## config.mk

```make
export PLATFORM = sky130hd
export DESIGN_NAME = m_mxn_sw
export DESIGN_NICKNAME = d
export VERILOG_FILES = /design/src/rtl/m_mxn_sw.sv
export SDC_FILE = /design/constraint.sdc
export NUM_CORES = 1
export LEC_CHECK = 0
export BUFFER_PORTS_ARGS = -buffer_cell sky130_fd_sc_hd__buf_2
export CORE_AREA = 2 2 39 41
export CTS_CLUSTER_DIAMETER = 100
export DETAILED_ROUTE_END_ITERATION = 8
export DIE_AREA = 0 0 41 43
export GPL_ROUTABILITY_DRIVEN = 0
export PLACE_DENSITY_LB_ADDON = 0.1
export SLEW_MARGIN = 20
export SYNTH_ARGS = -nofsm -noshare
export SYNTH_HDL_FRONTEND = slang
export SYNTH_SLANG_ARGS = --single-unit
```

## constraint.sdc

```tcl
create_clock -name clk -period 3.1 [get_ports clk]
set_input_delay 0.155 -clock clk [delete_from_list [all_inputs] [get_ports clk]]
set_output_delay 0.155 -clock clk [all_outputs]
set_load 0.1 [all_outputs]
```

## src/rtl/m_mxn_sw.sv

```systemverilog
// m_mxn_sw: N-way, W-bit registered selector with break-before-make switching.
// A channel change forces GAP zero/invalid output cycles between the old and
// new channel so downstream logic never sees a direct old-to-new transition.
module m_mxn_sw #(
    parameter int unsigned N       = 4,
    parameter int unsigned W       = 1,
    parameter int unsigned GAP     = 2,
    parameter int unsigned RST_SEL = 0,
    localparam int unsigned SW     = $clog2(N)
) (
    input  logic             clk,
    input  logic             rst,
    input  logic [N*W-1:0]   in_data,
    input  logic             sel_req_vld,
    input  logic [SW-1:0]    sel_req_idx,
    output logic             sel_req_rdy,
    output logic             sel_err,
    output logic [SW-1:0]    cur_sel,
    output logic             switching,
    output logic [W-1:0]     out_data,
    output logic             out_vld
);

    localparam int unsigned CW    = $clog2(GAP + 1);
    localparam logic [SW:0] N_EXT = (SW + 1)'(N);

    typedef enum logic {
        ST_RUN   = 1'b0,
        ST_BREAK = 1'b1
    } state_t;

    state_t         state;
    state_t         state_next;
    logic [CW-1:0]  cnt;
    logic [CW-1:0]  cnt_next;
    logic [SW-1:0]  pend_sel;
    logic [SW-1:0]  pend_next;
    logic [SW-1:0]  cur_next;
    logic [W-1:0]   data_next;
    logic           vld_next;
    logic           err_next;
    logic           sw_acc;

    // Requests are only taken while RUN; BREAK is visible as switching.
    assign sel_req_rdy = (state == ST_RUN);
    assign switching   = (state == ST_BREAK);

    // Next-state: request classification in RUN, gap countdown in BREAK.
    always_comb begin
        state_next = state;
        cnt_next   = cnt;
        pend_next  = pend_sel;
        cur_next   = cur_sel;
        err_next   = 1'b0;
        sw_acc     = 1'b0;
        case (state)
            ST_RUN: begin
                if (sel_req_vld) begin
                    if ({1'b0, sel_req_idx} >= N_EXT) begin
                        err_next = 1'b1;
                    end else if (sel_req_idx != cur_sel) begin
                        sw_acc     = 1'b1;
                        pend_next  = sel_req_idx;
                        cnt_next   = CW'(GAP - 1);
                        state_next = ST_BREAK;
                    end
                end
            end
            ST_BREAK: begin
                if (cnt == '0) begin
                    cur_next   = pend_sel;
                    state_next = ST_RUN;
                end else begin
                    cnt_next = cnt - CW'(1);
                end
            end
            default: state_next = ST_RUN;
        endcase
    end

    // Output mux: only committed, in-range channels are ever routed; zero otherwise.
    always_comb begin
        data_next = '0;
        vld_next  = 1'b0;
        if (state_next == ST_RUN && !sw_acc) begin
            vld_next = 1'b1;
            for (int i = 0; i < int'(N); i++) begin
                if (cur_next == SW'(i)) begin
                    data_next = in_data[i*W +: W];
                end
            end
        end
    end

    // State, selection and output registers with synchronous reset.
    always_ff @(posedge clk) begin
        if (rst) begin
            state    <= ST_RUN;
            cnt      <= '0;
            pend_sel <= SW'(RST_SEL);
            cur_sel  <= SW'(RST_SEL);
            out_data <= '0;
            out_vld  <= 1'b0;
            sel_err  <= 1'b0;
        end else begin
            state    <= state_next;
            cnt      <= cnt_next;
            pend_sel <= pend_next;
            cur_sel  <= cur_next;
            out_data <= data_next;
            out_vld  <= vld_next;
            sel_err  <= err_next;
        end
    end

endmodule

```

# Yosys cells after proc, flatten, opt, wreduce, memory -nomap -nowiden
# Index checks and enable logic that the tools add are counted.
# word_totals
reg_bits,9
latchBits,0
mem_bits_rw,0
rom_bits,0
input_bits,9
out_inout_bits,7
n_memories,0
# classes
addsub,1
mul,0
n_div,0
order_cmp,0
n_eq_ne,7
shift,0
n_mux,16
bitwise,3
reduce_logical,7
# ops
op,count
$mux 2,5
$mux 1,9
$reduce_and 3->1,2
$eq 2x2->1 const B,2
$logic_not 2->1,2
$ne 2x2->1 const B,2
$pmux 2 s2,1
$not 1->1,3
$eq 2x1->1 const B,1
$ne 2x1->1 const B,1
$ne 2x2->1,1
$pmux 1 s2,1
$reduce_or 2->1,1
$sub 2x1->2 const B,1
$logic_and 1x1->1,1
$logic_not 1->1,1

# Depth between registers and ports, before layout
# depth
ltp_word,8
ltp_mapped,6

# Least setup slack after synthesis
# Ideal clock, no wire load.
# synth_timing
path_kind,register -> register
start,reg state (netlist: switching)
end,reg cnt[0]
setup_time_ns,0.115
arrival_time_ns,2.413
slack_ns,0.572
stages_incl_launch_ff,5
path_buffers,0
period_less_slack_ns,2.528
cell_sequence,dfxtp_1 -> inv_1 -> o211a_1 -> nand2b_1 -> o21a_1
# synth_via
elab_chain_cells,3
elab_cells_between_ends,6
cone_classes,eq/ne (3); mux (1); bitwise (1); reduce/logical (1)
# synth_rtl
item,line_no,rtl
from (decl),32,state_t state;
from (signal assigned),106,state <= state_next;
$not 1->1 *,-,
via sel_req_rdy,16,"output logic sel_req_rdy,"
$ne 2x1->1 (no line) or $ne 2x2->1 (tied branches),-,
$reduce_and 3->1 (no line),-,
to (signal assigned),107,cnt <= cnt_next;
to (decl),34,logic [CW-1:0] cnt;
# The timed path passes the listed nets; every way through them passes the cells marked *.
# A chain may end at the register's enable or synchronous reset.

# Worst setup path in the final report
# layout_timing
start,reg cnt[0]
end,reg out_data
# layout_via
elab_chain_cells,8
elab_cells_between_ends,17
cone_classes,eq/ne (3); mux (8); bitwise (2); reduce/logical (4)
# layout_rtl
item,line_no,rtl
$logic_not 2->1 *,70,if (cnt == '0) begin
$mux 2,70,
$mux 2,56,case (state)
$logic_not 2->1,88,if (cur_next == SW'(i)) begin
$mux 1 (4 in a row),88,
to (signal assigned),110,out_data <= data_next;
to (decl),20,"output logic [W-1:0] out_data,"
# Every way passes the cells marked *; elsewhere a longest branch is shown, timed or not.

==> flow_summary_export.csv <==
group,metric,value,unit
status,status,"complete, no violations",
clock_tree,clock_latency,0.26,ns
worst_setup_path,critPathLaunchType,"register",
floorplanning,die_h,43,µm
routing,routed_via_density,4.55,
routing,route.met2.wl,347,µm
synth,ys_seq_area_share,44.6,%
timing,finalHoldViolCount,0,
synth,yosys.area.top_type_share,44.6,%
synth,dominantRegCellSynth,"dfxtp_1",
layout,area_delta_synth_final,26.0,%
clock_tree,cts_buffer_depth,2,
synth,syn_inst,39,
timing,report.final.slew_viol_count,0,
routing,wl_per_cell,10.8,µm
worst_setup_path,regToRegEndpoint,"out_data$_SDFF_PP0_",
worst_setup_path,worstPathMaxFanout,2,
synth,syn_area,404,µm²
pwr,p_sw,103,µW
clock_tree,numCtsBuffers,3,
pwr,leakage,0.000255,µW
routing,met1Wirelength,327,µm
place,port_buffers,14,
layout,diodes,0,
clock_tree,cts_resized,0,
worst_setup_path,r2r_slack,1.30,ns
timing,finalHoldWorstSlack,0.168,ns
synth,yosys_warnings,0,
synth,synthesis.nets,49,
place,dp_slack,1.29,ns
worst_setup_path,required,3.26,ns
synth,synth_edf_count,0,
synth,synth-async-reset-ratio,0,%
grt,grt_overflow,0,
flow_run,maxCapViolations,0,
timing,timing.final.crit_period,1.80,ns
synth,synthTopCellsByArea,"dfxtp_1, mux2i_1, mux4_1",
clock_tree,cts_root_buf,"clkbuf_4",
routing,drtAntennaViolNets,0,
layout,design_area,509,µm²
routing,wl_met3,66,µm
timing,fin_setup_tns,0,ns
routing,dr.pass1.iters,2,
pwr,power.density,583,mW/mm²
routing,vias,323,
timing,fmax,0.557,GHz
timing,period_share,58.0,%
worst_setup_path,crit_type,"register to register",
layout,layout-drive-gt1-share,36.4,%
timing,setup_viol_count_final,0,
layout,seq_area,180,µm²
worst_setup_path,endpoint_kind,"register",
worst_setup_path,crit_arrival,1.95,ns
worst_setup_path,worst_r2r_path_depth,6,
clock_tree,postCtsSetupRepairBufs,0,
layout,fin_nets,66,
clock_tree,cts_tree,"done",
synth,synth_area_leader_cell,"dfxtp_1",
clock_tree,hold_buffers,0,
grt,grt_usage,10.5,%
clock_tree,clock_sinks,9,
synth,yosys.cell_types.count,20,
pwr,swShare,34.8,%
timing,setup_slack,1.30,ns
place,place_hpwl,606,µm
grt,antenna_found_initial,0,
grt,grt_pass1_vias,277,
floorplanning,coreArea,0.00138,mm²
pwr,total_power,297,µW
min_path,hold_end,"pend_sel[1]$_SDFFE_PP0P_",
synth,avgSynthCellArea,10.4,µm²
layout,multi_input_area,201,µm²
clock_tree,clkTransAtPathRegs,0.06,ns
grt,grt_start_max_net_pins,10,
min_path,hold_start,"sel_req_idx[1]",
pwr,pwr-share-clk,30.8,%
floorplanning,ios,16,
place,placed_area,483,µm²
floorplanning,start_util,29.2,%
min_path,whs_path_depth,3,
timing,grt_setup_unrepaired,"false",
routing,route.detailed.drc,0,
routing,top_layer,"met4",
routing,wirelength,769,µm
routing,initialDrtViolationCount,1,
pwr,vdd_drop_max,0.262,mV
floorplanning,dieArea,0.00176,mm²
min_path,worstHoldPathType,"primary input to register",
timing,fin_skew,0.00131,ns
layout,fillerInstances,144,
synth,synth-seq-cells,9,
pwr,pwr-share-seq,42.7,%
floorplanning,die_w,41,µm
pwr,internal_power,193,µW
floorplanning,fp-row-count,14,
clock_tree,h-tree-depth,1,
pwr,pwr-share-comb,26.5,%
worst_setup_path,r2r_start,"cnt[0]$_SDFFE_PP0P_",
grt,grt_pass1_wl,1150,µm
==> power groups by stage <==
stage	sequential [µW]	combinational [µW]	clock (µW)
2_1_floorplan	157	38.0	0
3_3_place_gp	129	77.4	0
3_5_place_dp	129	78.8	0
4_1_cts	127	79.0	94.0
5_1_grt	128	83.1	101
6_report	127	78.5	91.5
==> Yosys cell counts, types with 2 or more instances <==
cell	count
dfxtp_1	9
mux2i_1	4
nor2_1	6
xor2_1	2
inv_1	3
==> sequential cells by signal, indices dropped and copies added (netlist names) <==
name and count:
switching 1, cur_sel 2, out_vld 1, cnt 2
out_data 1, pend_sel 2
==> routing by layer <==
layer | global-route usage [%] | vias to the layer above
li1 | - | 159
met1 | 13.4 | 148
met2 | 12.2 | 13
met3 | 4.71 | 3
met4 | 10.0 | 0
met5 | 0 | -
==> area by class of cell <==
type | instances | area share [%]
multi-input combinational | 25 | 39.6
clock buffer | 4 | 5.16
inverter | 3 | 2.21
tap | 16 | 3.93
sequential | 9 | 35.4
timing repair buffer | 14 | 13.8
==> how the worst max path moves through the flow <==
stage	cells after the start	slack, ns	startpoint	end
6_report	6	1.30	cnt[0]$_SDFFE_PP0P_	out_data$_SDFF_PP0_
5_1_grt	6	1.22	cnt[0]$_SDFFE_PP0P_	out_data$_SDFF_PP0_
4_1_cts	6	1.29	cnt[0]$_SDFFE_PP0P_	out_data$_SDFF_PP0_
3_5_place_dp	6	1.29	cnt[0]$_SDFFE_PP0P_	out_data$_SDFF_PP0_
3_3_place_gp	6	1.34	cnt[0]$_SDFFE_PP0P_	out_data$_SDFF_PP0_
2_1_floorplan	4	0.57	switching$_SDFF_PP0_	cnt[0]$_SDFFE_PP0P_
==> logic make-up after synthesis <==
family                     share of synthesized area (%)
AOI/OAI and AO/OA                                   8.98
xor gates and xnor gates                            4.34
adders and majority gates                           3.10
buffers and inverters                               5.57
DFF                                                 44.6
muxes                                               16.4
other                                              0.928
and+or+nand+nor                                     16.1
==> stage by stage <==
stage               utilization [%]  cells
floorplan                         -     39
global placement               34.9     67
detailed placement             34.9     67
CTS                            36.8     71
global route                   36.8     71
finish                         36.8     71
==> critical path, cell delays in order (launching register included) <==
cell,delay (ns)
dfxtp_1,0.32
inv_1,0.05
ha_1,0.21
nand2_2,0.11
mux2i_1,0.27
mux4_1,0.57
nor3b_2,0.16
==> cells in the final DEF (no fill, tap or decap) <==
master	synthesis	layout
mux2i_1	4	4
o22a_1	1	1
nand2_2	1	1
buf_2	0	14
o211a_1	1	1
o21a_1	1	1
conb_1	1	1
xor2_1	2	2
ha_1	1	1
o21ba_2	1	1
dfxtp_1	9	9
nor2_1	6	6
clkbuf_1	0	1
mux4_1	1	1
inv_1	3	3
nor3b_2	1	1
nand2b_1	1	1
or2b_1	1	1
nor2b_1	1	1
nand2_1	1	1
clkbuf_4	0	3
Power figures use the tool's default switching activity.
